**config.mk**
```make
export PLATFORM = sky130hd
export DESIGN_NAME = dvp_tx_flat
export DESIGN_NICKNAME = d
export VERILOG_FILES = /design/src/rtl/dvp_tx_pkg.sv /design/src/rtl/dvp_tx_if.sv /design/src/rtl/dvp_tx_timing.sv /design/src/rtl/dvp_tx.sv /design/src/flat_wrapper.sv
export SDC_FILE = /design/constraint.sdc
export NUM_CORES = 1
export LEC_CHECK = 0
export BUFFER_PORTS_ARGS = -buffer_cell sky130_fd_sc_hd__buf_2
export CORE_MARGIN = 2
export CORE_UTILIZATION = 35
export DETAILED_ROUTE_END_ITERATION = 8
export PLACE_DENSITY = 0.63
export SLEW_MARGIN = 20
export SYNTH_ARGS = -nofsm -noshare
export SYNTH_HDL_FRONTEND = slang
export SYNTH_SLANG_ARGS = --single-unit
```
**constraint.sdc**
```tcl
create_clock -name cmos_pclk -period 3.15 [get_ports cmos_pclk]
set_clock_uncertainty 0.05 [all_clocks]
set_input_delay 0.63 -clock cmos_pclk [delete_from_list [all_inputs] [get_ports cmos_pclk]]
set_output_delay 0.63 -clock cmos_pclk [all_outputs]
set_load 0.01 [all_outputs]
```
**src/rtl/dvp_tx_pkg.sv**
```systemverilog
// Shared types and constants for the DVP transmitter: FSM state encoding,
// counter width and the idle data value.
package dvp_tx_pkg;

  localparam int unsigned CntW = 16;
  typedef logic [CntW-1:0] cnt_t;

  typedef logic [2:0] state_t;
  localparam state_t StIdle   = 3'd0;
  localparam state_t StVFront = 3'd1;
  localparam state_t StVPre   = 3'd2;
  localparam state_t StActive = 3'd3;
  localparam state_t StHBlank = 3'd4;
  localparam state_t StVPost  = 3'd5;

  localparam logic [7:0] RstData = 8'h00;

  // vsync is high for every in-frame state; only IDLE and V_FRONT are blanking
  function automatic logic vsync_of(input state_t s);
    return (s == StVPre) || (s == StActive) || (s == StHBlank) || (s == StVPost);
  endfunction

endpackage

```
**src/rtl/dvp_tx_if.sv**
```systemverilog
// Upstream byte stream (valid/ready) feeding the DVP transmitter.
interface dvp_tx_if;

  logic [7:0] pix_data;
  logic       pix_valid;
  logic       pix_ready;

  modport master (output pix_data, output pix_valid, input pix_ready);
  modport slave  (input pix_data, input pix_valid, output pix_ready);

endinterface

```
**src/rtl/dvp_tx_timing.sv**
```systemverilog
// Frame timing FSM for the DVP transmitter: walks blanking/active phases and
// tracks column (per-state) and line counters.
module dvp_tx_timing
  import dvp_tx_pkg::*;
#(
  parameter int unsigned H_ACTIVE = 1280,
  parameter int unsigned V_ACTIVE = 480,
  parameter int unsigned H_BLANK  = 144,
  parameter int unsigned V_PRE    = 32,
  parameter int unsigned V_POST   = 32,
  parameter int unsigned V_FRONT  = 1024
) (
  input  logic   cmos_pclk,
  input  logic   sys_rstn,
  input  logic   tx_en_i,
  output state_t state_o,
  output cnt_t   col_o,
  output cnt_t   line_o,
  output logic   last_col_o,
  output logic   last_line_o
);

  if (H_ACTIVE == 0 || V_ACTIVE == 0 || H_BLANK == 0 || V_PRE == 0 || V_POST == 0 ||
      V_FRONT == 0) begin : g_bad_cfg
    $error("dvp_tx_timing: timing parameters must all be non-zero");
  end

  state_t state_q, state_d;
  cnt_t   col_q, col_d;
  cnt_t   line_q, line_d;
  cnt_t   col_last;
  logic   last_col, last_line;

  always_comb begin
    unique case (state_q)
      StVFront: col_last = cnt_t'(V_FRONT - 1);
      StVPre:   col_last = cnt_t'(V_PRE - 1);
      StActive: col_last = cnt_t'(H_ACTIVE - 1);
      StHBlank: col_last = cnt_t'(H_BLANK - 1);
      StVPost:  col_last = cnt_t'(V_POST - 1);
      default:  col_last = '0;
    endcase
  end

  assign last_col  = (col_q == col_last);
  assign last_line = (line_q == cnt_t'(V_ACTIVE - 1));

  always_comb begin
    state_d = state_q;
    line_d  = line_q;
    unique case (state_q)
      StIdle:   if (tx_en_i) state_d = StVFront;
      StVFront: if (last_col) state_d = StVPre;
      StVPre: begin
        if (last_col) begin
          state_d = StActive;
          line_d  = '0;
        end
      end
      StActive: if (last_col) state_d = last_line ? StVPost : StHBlank;
      StHBlank: begin
        if (last_col) begin
          state_d = StActive;
          line_d  = line_q + 1'b1;
        end
      end
      StVPost:  if (last_col) state_d = tx_en_i ? StVFront : StIdle;
      default:  state_d = StIdle;
    endcase
    // Column restarts on every state entry and is parked while idle
    col_d = ((state_d != state_q) || (state_q == StIdle)) ? '0 : col_q + 1'b1;
  end

  always_ff @(posedge cmos_pclk) begin
    if (!sys_rstn) begin
      state_q <= StIdle;
      col_q   <= '0;
      line_q  <= '0;
    end else begin
      state_q <= state_d;
      col_q   <= col_d;
      line_q  <= line_d;
    end
  end

  assign state_o     = state_q;
  assign col_o       = col_q;
  assign line_o      = line_q;
  assign last_col_o  = last_col;
  assign last_line_o = last_line;

endmodule

```
**src/rtl/dvp_tx.sv**
```systemverilog
// DVP transmitter top: registered vsync/href/data, upstream handshake, underrun
// flag and frame counter. Define DVP_TX_PATTERN_EN to add the pattern_en port.
module dvp_tx
  import dvp_tx_pkg::*;
#(
  parameter int unsigned H_ACTIVE = 1280,
  parameter int unsigned V_ACTIVE = 480,
  parameter int unsigned H_BLANK  = 144,
  parameter int unsigned V_PRE    = 32,
  parameter int unsigned V_POST   = 32,
  parameter int unsigned V_FRONT  = 1024
) (
  input  logic       cmos_pclk,
  input  logic       sys_rstn,
  input  logic       tx_en,
`ifdef DVP_TX_PATTERN_EN
  input  logic       pattern_en,
`endif
  dvp_tx_if.slave    pix,
  input  logic       underrun_clr,
  output logic       cmos_vsync,
  output logic       cmos_href,
  output logic [7:0] cmos_data,
  output logic       frame_start,
  output logic       frame_done,
  output logic [7:0] frame_cnt,
  output logic       underrun
);

  state_t state;
  cnt_t   col, line;
  logic   last_col, last_line;

  dvp_tx_timing #(
    .H_ACTIVE(H_ACTIVE),
    .V_ACTIVE(V_ACTIVE),
    .H_BLANK (H_BLANK),
    .V_PRE   (V_PRE),
    .V_POST  (V_POST),
    .V_FRONT (V_FRONT)
  ) u_timing (
    .cmos_pclk  (cmos_pclk),
    .sys_rstn   (sys_rstn),
    .tx_en_i    (tx_en),
    .state_o    (state),
    .col_o      (col),
    .line_o     (line),
    .last_col_o (last_col),
    .last_line_o(last_line)
  );

  logic       active, use_pattern;
  logic       vsync_q, vsync_d, href_q, href_d;
  logic [7:0] data_q, data_d, cnt_q, cnt_d;
  logic       fs_q, fs_d, fd_q, fd_d, underrun_q, underrun_d;

  assign active = (state == StActive);

`ifdef DVP_TX_PATTERN_EN
  logic pattern_q, pattern_d;
  logic unused_timing;

  // Latched only before the frame's active region so it cannot switch mid-frame
  assign pattern_d     = ((state == StIdle) || (state == StVFront)) ? pattern_en : pattern_q;
  assign use_pattern   = pattern_q;
  assign unused_timing = ^{col[CntW-1:8], line[CntW-1:8], last_col, last_line};

  always_ff @(posedge cmos_pclk) begin
    if (!sys_rstn) pattern_q <= 1'b0;
    else           pattern_q <= pattern_d;
  end
`else
  logic unused_timing;

  assign use_pattern   = 1'b0;
  assign unused_timing = ^{col, line, last_col, last_line};
`endif

  assign pix.pix_ready = active & ~use_pattern;

  always_comb begin
    vsync_d = vsync_of(state);
    href_d  = active;
    data_d  = RstData;
    if (active) begin
`ifdef DVP_TX_PATTERN_EN
      if (use_pattern) data_d = col[7:0] ^ line[7:0];
      else if (pix.pix_valid) data_d = pix.pix_data;
`else
      if (pix.pix_valid) data_d = pix.pix_data;
`endif
    end
    fs_d       = vsync_d & ~vsync_q;
    fd_d       = ~vsync_d & vsync_q;
    cnt_d      = fd_d ? cnt_q + 8'd1 : cnt_q;
    // Set has priority over a simultaneous clear
    underrun_d = (active & ~use_pattern & ~pix.pix_valid) | (underrun_q & ~underrun_clr);
  end

  always_ff @(posedge cmos_pclk) begin
    if (!sys_rstn) begin
      vsync_q    <= 1'b0;
      href_q     <= 1'b0;
      data_q     <= RstData;
      fs_q       <= 1'b0;
      fd_q       <= 1'b0;
      cnt_q      <= 8'd0;
      underrun_q <= 1'b0;
    end else begin
      vsync_q    <= vsync_d;
      href_q     <= href_d;
      data_q     <= data_d;
      fs_q       <= fs_d;
      fd_q       <= fd_d;
      cnt_q      <= cnt_d;
      underrun_q <= underrun_d;
    end
  end

  assign cmos_vsync  = vsync_q;
  assign cmos_href   = href_q;
  assign cmos_data   = data_q;
  assign frame_start = fs_q;
  assign frame_done  = fd_q;
  assign frame_cnt   = cnt_q;
  assign underrun    = underrun_q;

endmodule

```
**src/flat_wrapper.sv**
```systemverilog
// flat-port wrapper written by rule: the top's interface ports become plain ports
module dvp_tx_flat import dvp_tx_pkg::*;
#(
  parameter int unsigned H_ACTIVE = 1280,
  parameter int unsigned V_ACTIVE = 480,
  parameter int unsigned H_BLANK  = 144,
  parameter int unsigned V_PRE    = 32,
  parameter int unsigned V_POST   = 32,
  parameter int unsigned V_FRONT  = 1024
)
  (cmos_pclk, sys_rstn, tx_en, underrun_clr, cmos_vsync, cmos_href, cmos_data, frame_start, frame_done, frame_cnt, underrun, pix_pix_data, pix_pix_valid, pix_pix_ready);
  dvp_tx_if pix_i ();
  input  logic cmos_pclk;
  input  logic sys_rstn;
  input  logic tx_en;
  input  logic underrun_clr;
  output logic cmos_vsync;
  output logic cmos_href;
  output logic [7:0] cmos_data;
  output logic frame_start;
  output logic frame_done;
  output logic [7:0] frame_cnt;
  output logic underrun;
  input wire logic [$bits(pix_i.pix_data)-1:0] pix_pix_data;
  input wire logic [$bits(pix_i.pix_valid)-1:0] pix_pix_valid;
  output wire logic [$bits(pix_i.pix_ready)-1:0] pix_pix_ready;
  assign pix_i.pix_data = pix_pix_data;
  assign pix_i.pix_valid = pix_pix_valid;
  assign pix_pix_ready = pix_i.pix_ready;
  dvp_tx #(.H_ACTIVE(H_ACTIVE), .V_ACTIVE(V_ACTIVE), .H_BLANK(H_BLANK), .V_PRE(V_PRE), .V_POST(V_POST), .V_FRONT(V_FRONT)) u_core (.cmos_pclk(cmos_pclk), .sys_rstn(sys_rstn), .tx_en(tx_en), .pix(pix_i), .underrun_clr(underrun_clr), .cmos_vsync(cmos_vsync), .cmos_href(cmos_href), .cmos_data(cmos_data), .frame_start(frame_start), .frame_done(frame_done), .frame_cnt(frame_cnt), .underrun(underrun));
endmodule
```
**Word level (Yosys, flattened, before mapping)**

Index checks and enable logic that the tools add are counted.

- Bits of input ports: 13
- Register bits after elaboration: 56
- Output and inout port bits: 22

- Add/subtract/negate cells: 3
- Eq/ne operators: 10
- Bitwise gates (word level): 10
- Mux-type cells: 12
- Reduce and logical (&&, ||, !) cells: 11

Operators by type and width:

| operator | count |
|---|---|
| $pmux 11 s4 | 1 |
| $add 16x1->16 const B | 2 |
| $mux 16 | 2 |
| $pmux 16 s2 | 1 |
| $eq 16x11->1 | 1 |
| $eq 16x9->1 const B | 1 |
| $mux 3 | 5 |
| $pmux 3 s5 | 1 |
| $add 8x1->8 const B | 1 |
| $eq 3x2->1 const B | 2 |
| $eq 3x3->1 const B | 2 |
| $reduce_and 3->1 | 2 |
| $reduce_or 2->1 | 3 |
| $not 1->1 | 5 |
| $and 1x1->1 | 4 |
| $logic_or 1x1->1 | 4 |
| $ne 2x1->1 const B | 2 |
| $eq 3x1->1 const B | 1 |
| $logic_not 3->1 | 1 |
| $ne 3x3->1 | 1 |
| $mux 1 | 2 |
| $reduce_bool 2->1 | 1 |
| $or 1x1->1 | 1 |

**Logic depth before layout (Yosys ltp)**

- Depth after elaboration: 9
- Depth in mapped cells: 9
- Gate-level depth less buffers: 6

**Modules after synthesis**

From an unflattened synthesis, not the netlist that was laid out.

- Cells, all modules: 299
- Area total of the unflattened synthesis: 2632.5 µm²

By module, submodules not included:

| module | instances | area an instance (µm²) | cells an instance | seq. area each (µm²) |
|---|---|---|---|---|
| dvp_tx_timing | 1 | 1871.8 | 224 | 700.7 |
| dvp_tx | 1 | 760.7 | 75 | 420.4 |

**Least setup slack after synthesis**

Ideal clock, no wire load.

- Kind: register -> register
- From: register u_core.u_timing.state_q[2], in the netlist u_core.u_timing.state_o[2]
- To: register u_core.u_timing.line_q[10], in the netlist u_core.u_timing.line_o[10]
- Required time: 3029 ps
- Cell stages (with the launch flop): 9
- Slack: 849 ps
- Arrival time: 2180 ps
- Path through: dfxtp_1 buf_4 or2b_1 o21ai_0 a2111oi_4 o2111ai_2 buf_6 or4_1 a21oi_1

- Word-level cells in the longest chain between the ends: 6

Ends and longest elaborated chain:

| what | RTL line | RTL |
|---|---|---|
| start, declared | dvp_tx_timing.sv:28 | `state_t state_q, state_d;` |
| start signal, assigned | dvp_tx_timing.sv:76 | `state_q <= StIdle;` |
| start signal, assigned | dvp_tx_timing.sv:80 | `state_q <= state_d;` |
| $eq 3x3->1 or $eq 3x2->1 (tied branches) | dvp_tx_timing.sv:35, dvp_tx_timing.sv:51 |  |
| $reduce_or 2->1 (no line) | - |  |
| $pmux 11 s4 | dvp_tx_timing.sv:35 | `unique case (state_q)` |
| $eq 16x11->1 | dvp_tx_timing.sv:45 | `assign last_col = (col_q == col_last);` |
| $ne 2x1->1 (no line) | - |  |
| $reduce_and 3->1 (no line) | - |  |
| end signal, assigned | dvp_tx_timing.sv:82 | `line_q <= line_d;` |
| end, declared | dvp_tx_timing.sv:30 | `cnt_t line_q, line_d;` |

Several ways; a longest one is shown, not always the timed one.
A chain may end at the register's enable or synchronous reset.

**Worst setup path after layout**

- From: register u_core.u_timing.state_q[2], in the netlist u_core.u_timing.state_o[2]
- To: register u_core.u_timing.line_q[14], in the netlist u_core.u_timing.line_o[14]

Same word-level chain as after synthesis.

==> metrics.md <==
| Metric | Value |
|---|---|
| TritonCTS Buffers | `5` |
| Detail Route Antenna Nets | `0` |
| Vias/cell | `5.30` |
| Cell count after synthesis | `307` |
| F_max | `365 MHz` |
| Die ar. | `8490 sq um` |
| Hold Buf Count CTS | `0` |
| Die width | `92.2 microns` |
| Mean post-synth cell area | `8.86 sq um` |
| Crit path capture type | `flip-flop` |
| DRC viols | `0` |
| Clock Tree Buf Depth | `2` |
| CTS clock-pin slew for the worst setup and hold paths | `0.10 ns` |
| Critical path class | `reg -> reg` |
| Synth warn | `0` |
| Largest net degree at the start of global routing | `29` |
| Met1 usage | `18.6%` |
| Setup Fix Bufs, Post-CTS | `0` |
| # IOs | `35` |
| Worst Hold Class | `reg -> reg` |
| Row cnt | `32` |
| Hpwl dp | `4.18 mm` |
| Syn_nets | `324` |
| Final number of setup-violating endpoints | `0` |
| Status | `complete, no violations` |
| Core ar. | `7610 sq um` |
| Starting density of the core | `35.8%` |
| DR WL/cell | `13.1 microns` |
| Cts repair resizes | `0` |
| H-tree Lvls | `2` |
| GRT met3 Usage | `3.04%` |
| CP Launch Type | `flip-flop` |
| Routed Wire Length | `5.73 mm` |
| Synth top area cells | `dfxtp_1 41%, xor2_1 4.8%, and3_1 4.4%` |
| Post-Synthesis Cell Area | `2720 sq um` |
| Unique masters post-synth | `50` |
| Final worst-path cycle share | `87.1%` |
| R2R setup slack | `0.41 ns` |
| Top cell type's share of synthesized area | `41.2%` |
| Met2 global-route usage | `21.8%` |
| Max-Cap Viols | `0` |
| CTS root buf | `clkbuf_8` |
| EDFF count, synth | `0` |
| Max VDD drop | `342 uV` |
| Pleak | `1.17 nW` |
| Post-place setup slack | `0.454 ns` |
| CTS tree | `done` |
| CP max FO | `14` |
| Post-synth top flop | `dfxtp_1` |
| Final core occ | `40.5%` |
| Max Slew Vio Count | `0` |
| Number of diodes | `0` |
| Synth Register Bits | `56` |
| Unrepaired setup endpoints after global routing | `no` |
| Post-synth top cells | `56 x dfxtp_1, 29 x nor2_1, 19 x and3_1` |
| Tmin final | `2.74 ns` |
| CTS Sinks | `56` |
| Final GP Congestion | `0.885` |
| Pwr per Cell Area | `563 nW/um^2` |
| Grt peak-use layer | `met2` |
| Final hold vios | `0` |
| GRT Total Usage | `13.7%` |
| Global-route wire length before repair | `9.62 mm` |
| Grt ovf | `0` |
| Die H | `92.2 microns` |
| I/O Buffers | `34` |
| P&R area growth vs syn | `13.3%` |
| Clock Latency Late Sink | `0.31 ns` |
| Vias in the first global route | `2081` |
| Vias | `2326` |
| Initial antenna violation count | `0` |
| Async S/R FF share, synth | `0%` |
| Final worst-path setup slack | `0.407 ns` |
| Synth area leader | `dfxtp_1` |
| Sequential share of the synthesized area | `41.2%` |
| Slew headroom | `67.6%` |
| Count leader, synth | `dfxtp_1` |
| Layout cells sized above 1 | `16.6%` |
| 1st-iter DRT viols | `169` |
| Critical Path RT | `3.34 ns` |
| # nets final | `353` |
| 1st-pass router iterations | `5` |
| Slew @ Worst Pin | `0.484 ns` |
| Worst Path Arrival | `2.93 ns` |
| Setup TNS | `0 ns` |
-- registers in the layout (all words and copies together) (netlist names) --
name	flops
u_core.cmos_vsync	1
u_core.u_timing.col_o	16
u_core.u_timing.line_o	16
u_core.cmos_data	8
u_core.underrun	1
u_core.frame_cnt	8
u_core.frame_start	1
u_core.frame_done	1
u_core.cmos_href	1
u_core.u_timing.state_o	3
-- metrics by stage --
stage               instances  hold slack (ns)  total power, mW  cell area, sq um
CTS                       439            0.412             1.76              3080
finish                    439            0.407             1.74              3080
global route              439            0.413             1.84              3080
floorplan                 307            0.384             1.21              2720
detailed placement        431            0.394             1.37              2990
global placement          431            0.377             1.35              2990
-- final timing paths --
kind | start | endpoint | depth (start not counted)
max | u_core.u_timing.state_o[2] | u_core.u_timing.line_o[14] | 7
max reg2reg | u_core.u_timing.state_o[2] | u_core.u_timing.line_o[14] | 7
min reg2reg | u_core.cmos_vsync | u_core.frame_start | 1
min | u_core.cmos_vsync | u_core.frame_start | 1
-- cell families after synthesis --
| kind of cell | synth area share (%) |
|---|---|
| XOR/XNOR | 7.08 |
| adder cells (fa/ha/maj) | 1.84 |
| AO/OA/AOI/OAI | 15.0 |
| AND/OR/NAND/NOR | 29.5 |
| flip-flops | 41.2 |
| multiplexers | 1.15 |
| buffers and inverters | 4.23 |
-- power breakdown --
part           internal [mW]  total (mW)  leakage (nW)  switching, mW
sequential             0.739       0.781         0.452         0.0419
clock                  0.159       0.389        0.0414          0.230
combinational          0.226       0.566         0.676          0.340
total                   1.12        1.74          1.17          0.612
-- routing by layer --
layer / part of all wire [%] / vias up
met2: 47 / 40
met1: 49 / 1104
li1: - / 1176
met4: 0.99 / 0
met3: 3.1 / 6
met5: 0 / -
-- area by class of cell --
class                      instances  area (sq um)
clock buffer                       6          72.6
clock inverter                     2          16.3
fill                             793          4520
inverter                           7          26.3
multi-input combinational        225          1480
sequential                        56          1120
tap                              102           128
timing repair buffer              41           235
-- layout by cell type, fill, tap and decap left out, types with 2 or more instances in the layout --
cell type  netlist  routed
o32a_1           2       2
nor4_1           5       5
and4_1           5       5
o32ai_1          2       2
nor3_1           5       5
dfxtp_1         56      56
and3_1          19      19
nor2b_1          4       4
nand2_1         16      16
xor2_1          15      15
and2_1           5       5
a31oi_1          3       3
inv_1            7       7
a211oi_1         2       2
ha_1             4       4
a21oi_1         17      17
o21ai_0          6       6
o31ai_1         11      11
a21boi_0         2       2
nand4_1          8       8
mux2i_1          2       2
xnor2_1          7       7
nand2b_1        11      11
or3_1            3       3
nand3_1         10      10
or4_1           13      13
nor2_1          29      29
buf_2            5      34
nor3b_1          2       2
clkbuf_8         0       5
buf_4            1       6
-- critical path, cell delays in order, from the launching register on --
cell	delay (ns)
dfxtp_1	0.52
buf_4	0.25
nand2b_1	0.11
a2111o_1	0.60
nor4b_2	0.38
nand4_1	0.20
or4_1	0.43
a21oi_1	0.14
Note: power is estimated with default switching activity, not from simulation.
